`config.mk`:
```
export PLATFORM = sky130hd
export DESIGN_NAME = enc8to3_rr
export DESIGN_NICKNAME = d
export VERILOG_FILES = /design/src/rtl/enc8to3_rr_pkg.sv /design/src/rtl/enc8to3_rr_sel_rr_pick.sv /design/src/rtl/enc8to3_rr.sv
export SDC_FILE = /design/constraint.sdc
export NUM_CORES = 1
export LEC_CHECK = 0
export BUFFER_PORTS_ARGS = -buffer_cell sky130_fd_sc_hd__buf_4
export CAP_MARGIN = 20
export CORE_ASPECT_RATIO = 0.6
export CORE_MARGIN = 2
export CORE_UTILIZATION = 58
export CTS_CLUSTER_SIZE = 25
export DETAILED_ROUTE_END_ITERATION = 8
export HOLD_SLACK_MARGIN = 0.1
export PLACE_DENSITY_LB_ADDON = 0.3
export REMOVE_ABC_BUFFERS = 1
export SLEW_MARGIN = 30
export SYNTH_ARGS = -nofsm -noshare
export SYNTH_HDL_FRONTEND = slang
export SYNTH_SLANG_ARGS = --single-unit
```
`constraint.sdc`:
```
create_clock -name clk1 -period 6.7 [get_ports clk1]
set_input_delay 1.005 -clock clk1 [delete_from_list [all_inputs] [get_ports clk1]]
set_output_delay 1.005 -clock clk1 [all_outputs]
set_load 0.005 [all_outputs]
```
`src/rtl/enc8to3_rr_pkg.sv`:
```
// Shared definitions for the round-robin path-request encoder: state encoding,
// default select-code width and the path-count derivation shared with the decoder.
package enc8to3_rr_pkg;

  localparam int unsigned LIMIT_DEF = 3;

  typedef enum logic {
    ST_IDLE = 1'b0,
    ST_HOLD = 1'b1
  } state_e;

  function automatic int unsigned paths_of(input int unsigned limit);
    return 32'd1 << limit;
  endfunction

endpackage

```
`src/rtl/enc8to3_rr_sel_rr_pick.sv`:
```
// Combinational round-robin picker: first set bit of cand at or after ptr, wrapping.
module sel_rr_pick
  import enc8to3_rr_pkg::*;
#(
  parameter  int unsigned LIMIT = LIMIT_DEF,
  localparam int unsigned PATHS = paths_of(LIMIT)
) (
  input  logic [PATHS-1:0] cand,
  input  logic [LIMIT-1:0] ptr,
  output logic [LIMIT-1:0] pick,
  output logic             any_hit
);

  logic [2*PATHS-1:0] dbl;
  logic [PATHS-1:0]   rot;
  logic [LIMIT-1:0]   idx;

  // Rotate so ptr lands at bit 0, take the lowest set bit, then un-rotate by adding ptr.
  always_comb begin
    dbl = {cand, cand};
    rot = dbl[ptr +: PATHS];
    idx = '0;
    for (int unsigned i = 0; i < PATHS; i++) begin
      if (rot[PATHS-1-i]) idx = LIMIT'(PATHS-1-i);
    end
    pick    = idx + ptr;
    any_hit = |cand;
  end

endmodule

```
`src/rtl/enc8to3_rr.sv`:
```
// Collects sticky one-hot path requests and hands them out round-robin as
// select codes over a valid/ready handshake.
module enc8to3_rr
  import enc8to3_rr_pkg::*;
#(
  parameter  int unsigned LIMIT = LIMIT_DEF,
  localparam int unsigned PATHS = paths_of(LIMIT)
) (
  input  logic             clk1,
  input  logic             rst,
  input  logic [PATHS-1:0] path_req,
  input  logic             sel_ready,
  output logic [LIMIT-1:0] sel_out,
  output logic             sel_valid,
  output logic [LIMIT:0]   pend_cnt
);

  state_e           state_q;
  logic [PATHS-1:0] pend_q, pend_d;
  logic [LIMIT-1:0] ptr_q;
  logic [LIMIT-1:0] sel_out_q;
  logic             sel_valid_q;
  logic [LIMIT:0]   pend_cnt_q, pend_cnt_d;

  logic [PATHS-1:0] cand;
  logic [PATHS-1:0] pick_oh;
  logic [LIMIT-1:0] pick;
  logic             any_hit;
  logic             load;
  logic             grant;

  sel_rr_pick #(.LIMIT(LIMIT)) u_pick (
    .cand    (cand),
    .ptr     (ptr_q),
    .pick    (pick),
    .any_hit (any_hit)
  );

  // Pending absorbs every new request each cycle; only a fresh grant clears its own bit,
  // so a re-request of the index in flight is kept and served again later.
  always_comb begin
    cand       = pend_q | path_req;
    load       = (state_q == ST_IDLE) || sel_ready;
    grant      = load && any_hit;
    pick_oh    = {{(PATHS-1){1'b0}}, 1'b1} << pick;
    pend_d     = grant ? (cand & ~pick_oh) : cand;
    pend_cnt_d = '0;
    for (int unsigned i = 0; i < PATHS; i++) begin
      pend_cnt_d = pend_cnt_d + (LIMIT+1)'(pend_d[i]);
    end
  end

  always_ff @(posedge clk1) begin
    if (rst) begin
      state_q     <= ST_IDLE;
      pend_q      <= '0;
      ptr_q       <= '0;
      sel_out_q   <= '0;
      sel_valid_q <= 1'b0;
      pend_cnt_q  <= '0;
    end else begin
      pend_q     <= pend_d;
      pend_cnt_q <= pend_cnt_d;
      case (state_q)
        ST_IDLE: begin
          if (grant) begin
            sel_out_q   <= pick;
            sel_valid_q <= 1'b1;
            ptr_q       <= pick + LIMIT'(1);
            state_q     <= ST_HOLD;
          end
        end
        ST_HOLD: begin
          if (grant) begin
            sel_out_q   <= pick;
            sel_valid_q <= 1'b1;
            ptr_q       <= pick + LIMIT'(1);
          end else if (sel_ready) begin
            sel_valid_q <= 1'b0;
            state_q     <= ST_IDLE;
          end
        end
        default: state_q <= ST_IDLE;
      endcase
    end
  end

  assign sel_out   = sel_out_q;
  assign sel_valid = sel_valid_q;
  assign pend_cnt  = pend_cnt_q;

endmodule

```
==> results.cfg <==
[status]
status = completed

[place]
port_buffers = 18
pre_cts_ws_ns = 0.0677
routabilityCongestion = 0.940
postPlaceCellArea_um2 = 1770
dpl.cell_count = 218
dp_hpwl_um = 3050

[final_layout]
stdcell_count = 222
diodes = 0
layout-drive-gt1-share = 0.253
nets = 217
syn_to_final_growth_pct = 15.3
final_area_um2 = 1860
final_util = 0.722

[yosys]
yosysTopAreaCell = dfxtp_1
synth.area.mux_share = 0.158
async_flop_share = 0
yosys_warnings = 0
syn_avg_cell_area_um2 = 9.37
yosys.area_share.adder = 0.140
yosysUniqueCellTypes = 50
yosysSeqAreaShare = 0.248
syn_inst = 172
synth_common_cells = nor2_1, dfxtp_1, inv_1
synth_compound_gate_area_share = 0.109
synth-edff-count = 0
synth_flop_cell = dfxtp_1
yosysMostFrequentCell = nor2_1
syn_area_um2 = 1610
synth-simple-area-share = 0.281
synth_seq_cells = 20
synth_top_area_frac = 0.248
synth_area_leaders = dfxtp_1, mux4_2, ha_1
synth_xor_xnor_area_share = 0.0163
synth_top_family_by_area = simple AND/OR/NAND/NOR gates

[setup_path]
cp-start-kind = input pin
criticalPathCategory = in2reg
worstReg2RegStart = ptr_q[1]$_SDFFE_PP0P_
cp.arrival_ns = 6.52
critPathMaxFanout = 4
setup.worst_path.start = path_req[1]
crit_path_end_kind = register
crit_required_ns = 6.85

[timing]
finalHoldViolCount = 0
min_period_ns = 6.36
max_freq_mhz = 157
setup_viol = 0
maxSlewViolCount = 0
fin_ws_ns = 0.336
finClkSkew_ns = 0.00722
slew_headroom = 0.575
tightest_slew_ns = 0.637
finalCritPeriodShare = 0.950

[clock_tree]
cts_tree = yes
post-cts-setup-buffers = 0
htreeDepth = 1
cts_sinks = 20
clk_path_buf_depth = 2
clkLatencyLatePin_ns = 0.27
cts_buffers = 3
cts-root-buf = clkbuf_8
postCtsHoldBufs = 0
path_clk_slew_ns = 0.07

[route]
drtPass1Iterations = 4
drc = 0
ant_nets = 0
drt_iter0_drc = 91
vias = 1418
via_per_inst = 6.39
wirelength_um = 3890
post_drt_wl_per_cell_um = 17.5

[grt]
grt_max_degree = 21
grt_pass1_vias = 1338
grt_pass1_wl_um = 6470
grt_overflow = 0
antenna_found_initial = 0
track_usage = 0.273

[pwr]
p_leak_nw = 0.785
cellPowerDensity_nw_per_um2 = 575
vdd_drop_max_mv = 0.387
power_mw = 1.07

[floorplan]
initial_core_util = 0.626
io_pins = 19
dieArea_um2 = 3230
core.rowCount = 14
die_y_um = 44.8
die_x_um = 72.1
core-area_um2 = 2570

[worst_hold_path]
hp-class = reg2reg
worstHoldStart = sel_out[0]$_SDFFE_PP0P_

[flow_run]
drv_cap = 0
[final cells by class]
type	count	area [um^2]
fillers	188	717
clock inverters	1	30.0
clock buffers	3	41.3
repair buffers	20	150
inverters	13	48.8
multi-input cells	133	1140
flip-flops and latches	20	403
well taps	32	40.0
[path summary, 6_finish.rpt]
path,end,slack (ns),depth (start not counted)
setup / recovery,pend_cnt[2]$_SDFF_PP0_,0.34,25
hold / removal,sel_out[0]$_SDFFE_PP0P_,0.52,2
setup reg to reg,pend_cnt[2]$_SDFF_PP0_,0.63,24
hold reg to reg,sel_out[0]$_SDFFE_PP0P_,0.52,2
[timing repair]
| item | in CTS | in global routing |
|---|---|---|
| hold endpoints to repair | 0 | 0 |
| setup endpoints to repair | 0 | 1 |
| gates resized for setup | 0 | 4 |
[cells in the final DEF, fill, tap and decap left out, types with 2 or more instances in the layout]
| master | count |
|---|---|
| mux4_2 | 6 |
| clkbuf_8 | 3 |
| nor2b_1 | 3 |
| inv_1 | 13 |
| o21ai_1 | 2 |
| or2_1 | 2 |
| buf_4 | 20 |
| fa_1 | 5 |
| nor2_1 | 24 |
| dfxtp_2 | 2 |
| nand3_1 | 8 |
| dfxtp_1 | 18 |
| ha_1 | 10 |
| nand4_1 | 2 |
| a2111oi_2 | 2 |
| nor4_1 | 4 |
| mux2i_1 | 8 |
| o21ai_2 | 2 |
| a21oi_1 | 3 |
| nand2_1 | 4 |
| nor4bb_1 | 2 |
| a211oi_1 | 7 |
| nor4b_1 | 4 |
| and3_1 | 7 |
| or2_0 | 2 |
[worst max-delay path, cell delays in order]
cell and delay (ns):
buf_4 0.12, or2_0 0.25, mux4_2 0.50, mux2_4 0.31, nor2b_1 0.14, a211oi_1 0.24
nor2_1 0.08, ha_1 0.21, inv_1 0.06, fa_1 0.48, ha_1 0.24, and3_1 0.18
nand3_1 0.13, nand3_1 0.14, fa_1 0.56, inv_1 0.05, fa_1 0.50, inv_1 0.05
fa_1 0.44, inv_1 0.06, ha_1 0.17, inv_1 0.06, fa_1 0.37, xor2_1 0.14
nor2_1 0.05
[cell families (layout without fill, tap and decap cells)]
group / after synthesis / count (layout)
buf+inv: 19 / 37
mux: 17 / 17
compound gates: 22 / 22
simple gates: 76 / 76
fa+ha+maj: 15 / 15
flops: 20 / 20
xor+xnor: 3 / 3
[through the flow]
| stage | TNS, ns | hold WS, ns |
|---|---|---|
| 3_3_place_gp | 0 | 0.472 |
| 3_5_place_dp | 0 | 0.503 |
| 6_report | 0 | 0.522 |
| 5_1_grt | -0.00718 | 0.527 |
| 2_1_floorplan | 0 | 0.480 |
| 4_1_cts | 0 | 0.517 |
[layer usage]
metal  GRT usage  vias up  routed length [um]
met5           0        -                   0
met2       0.400       70                1720
met4       0.125        0                  58
met3      0.0647        7                 382
met1       0.386      680                1730
li1            -      661                   -
[sequential cells by signal, summed over array words and instances, names as in the netlist]
| name | flops |
|---|---|
| pend_cnt | 4 |
| pend_q | 8 |
| ptr_q | 3 |
| sel_out | 3 |
| sel_valid | 1 |
| state_q | 1 |
[power breakdown]
part | internal, mW | switching (mW)
Clock | 0.0799 | 0.0427
Sequential | 0.162 | 0.0433
Combinational | 0.336 | 0.405
Total | 0.578 | 0.491
No activity file was read; power rests on OpenSTA's default activity.
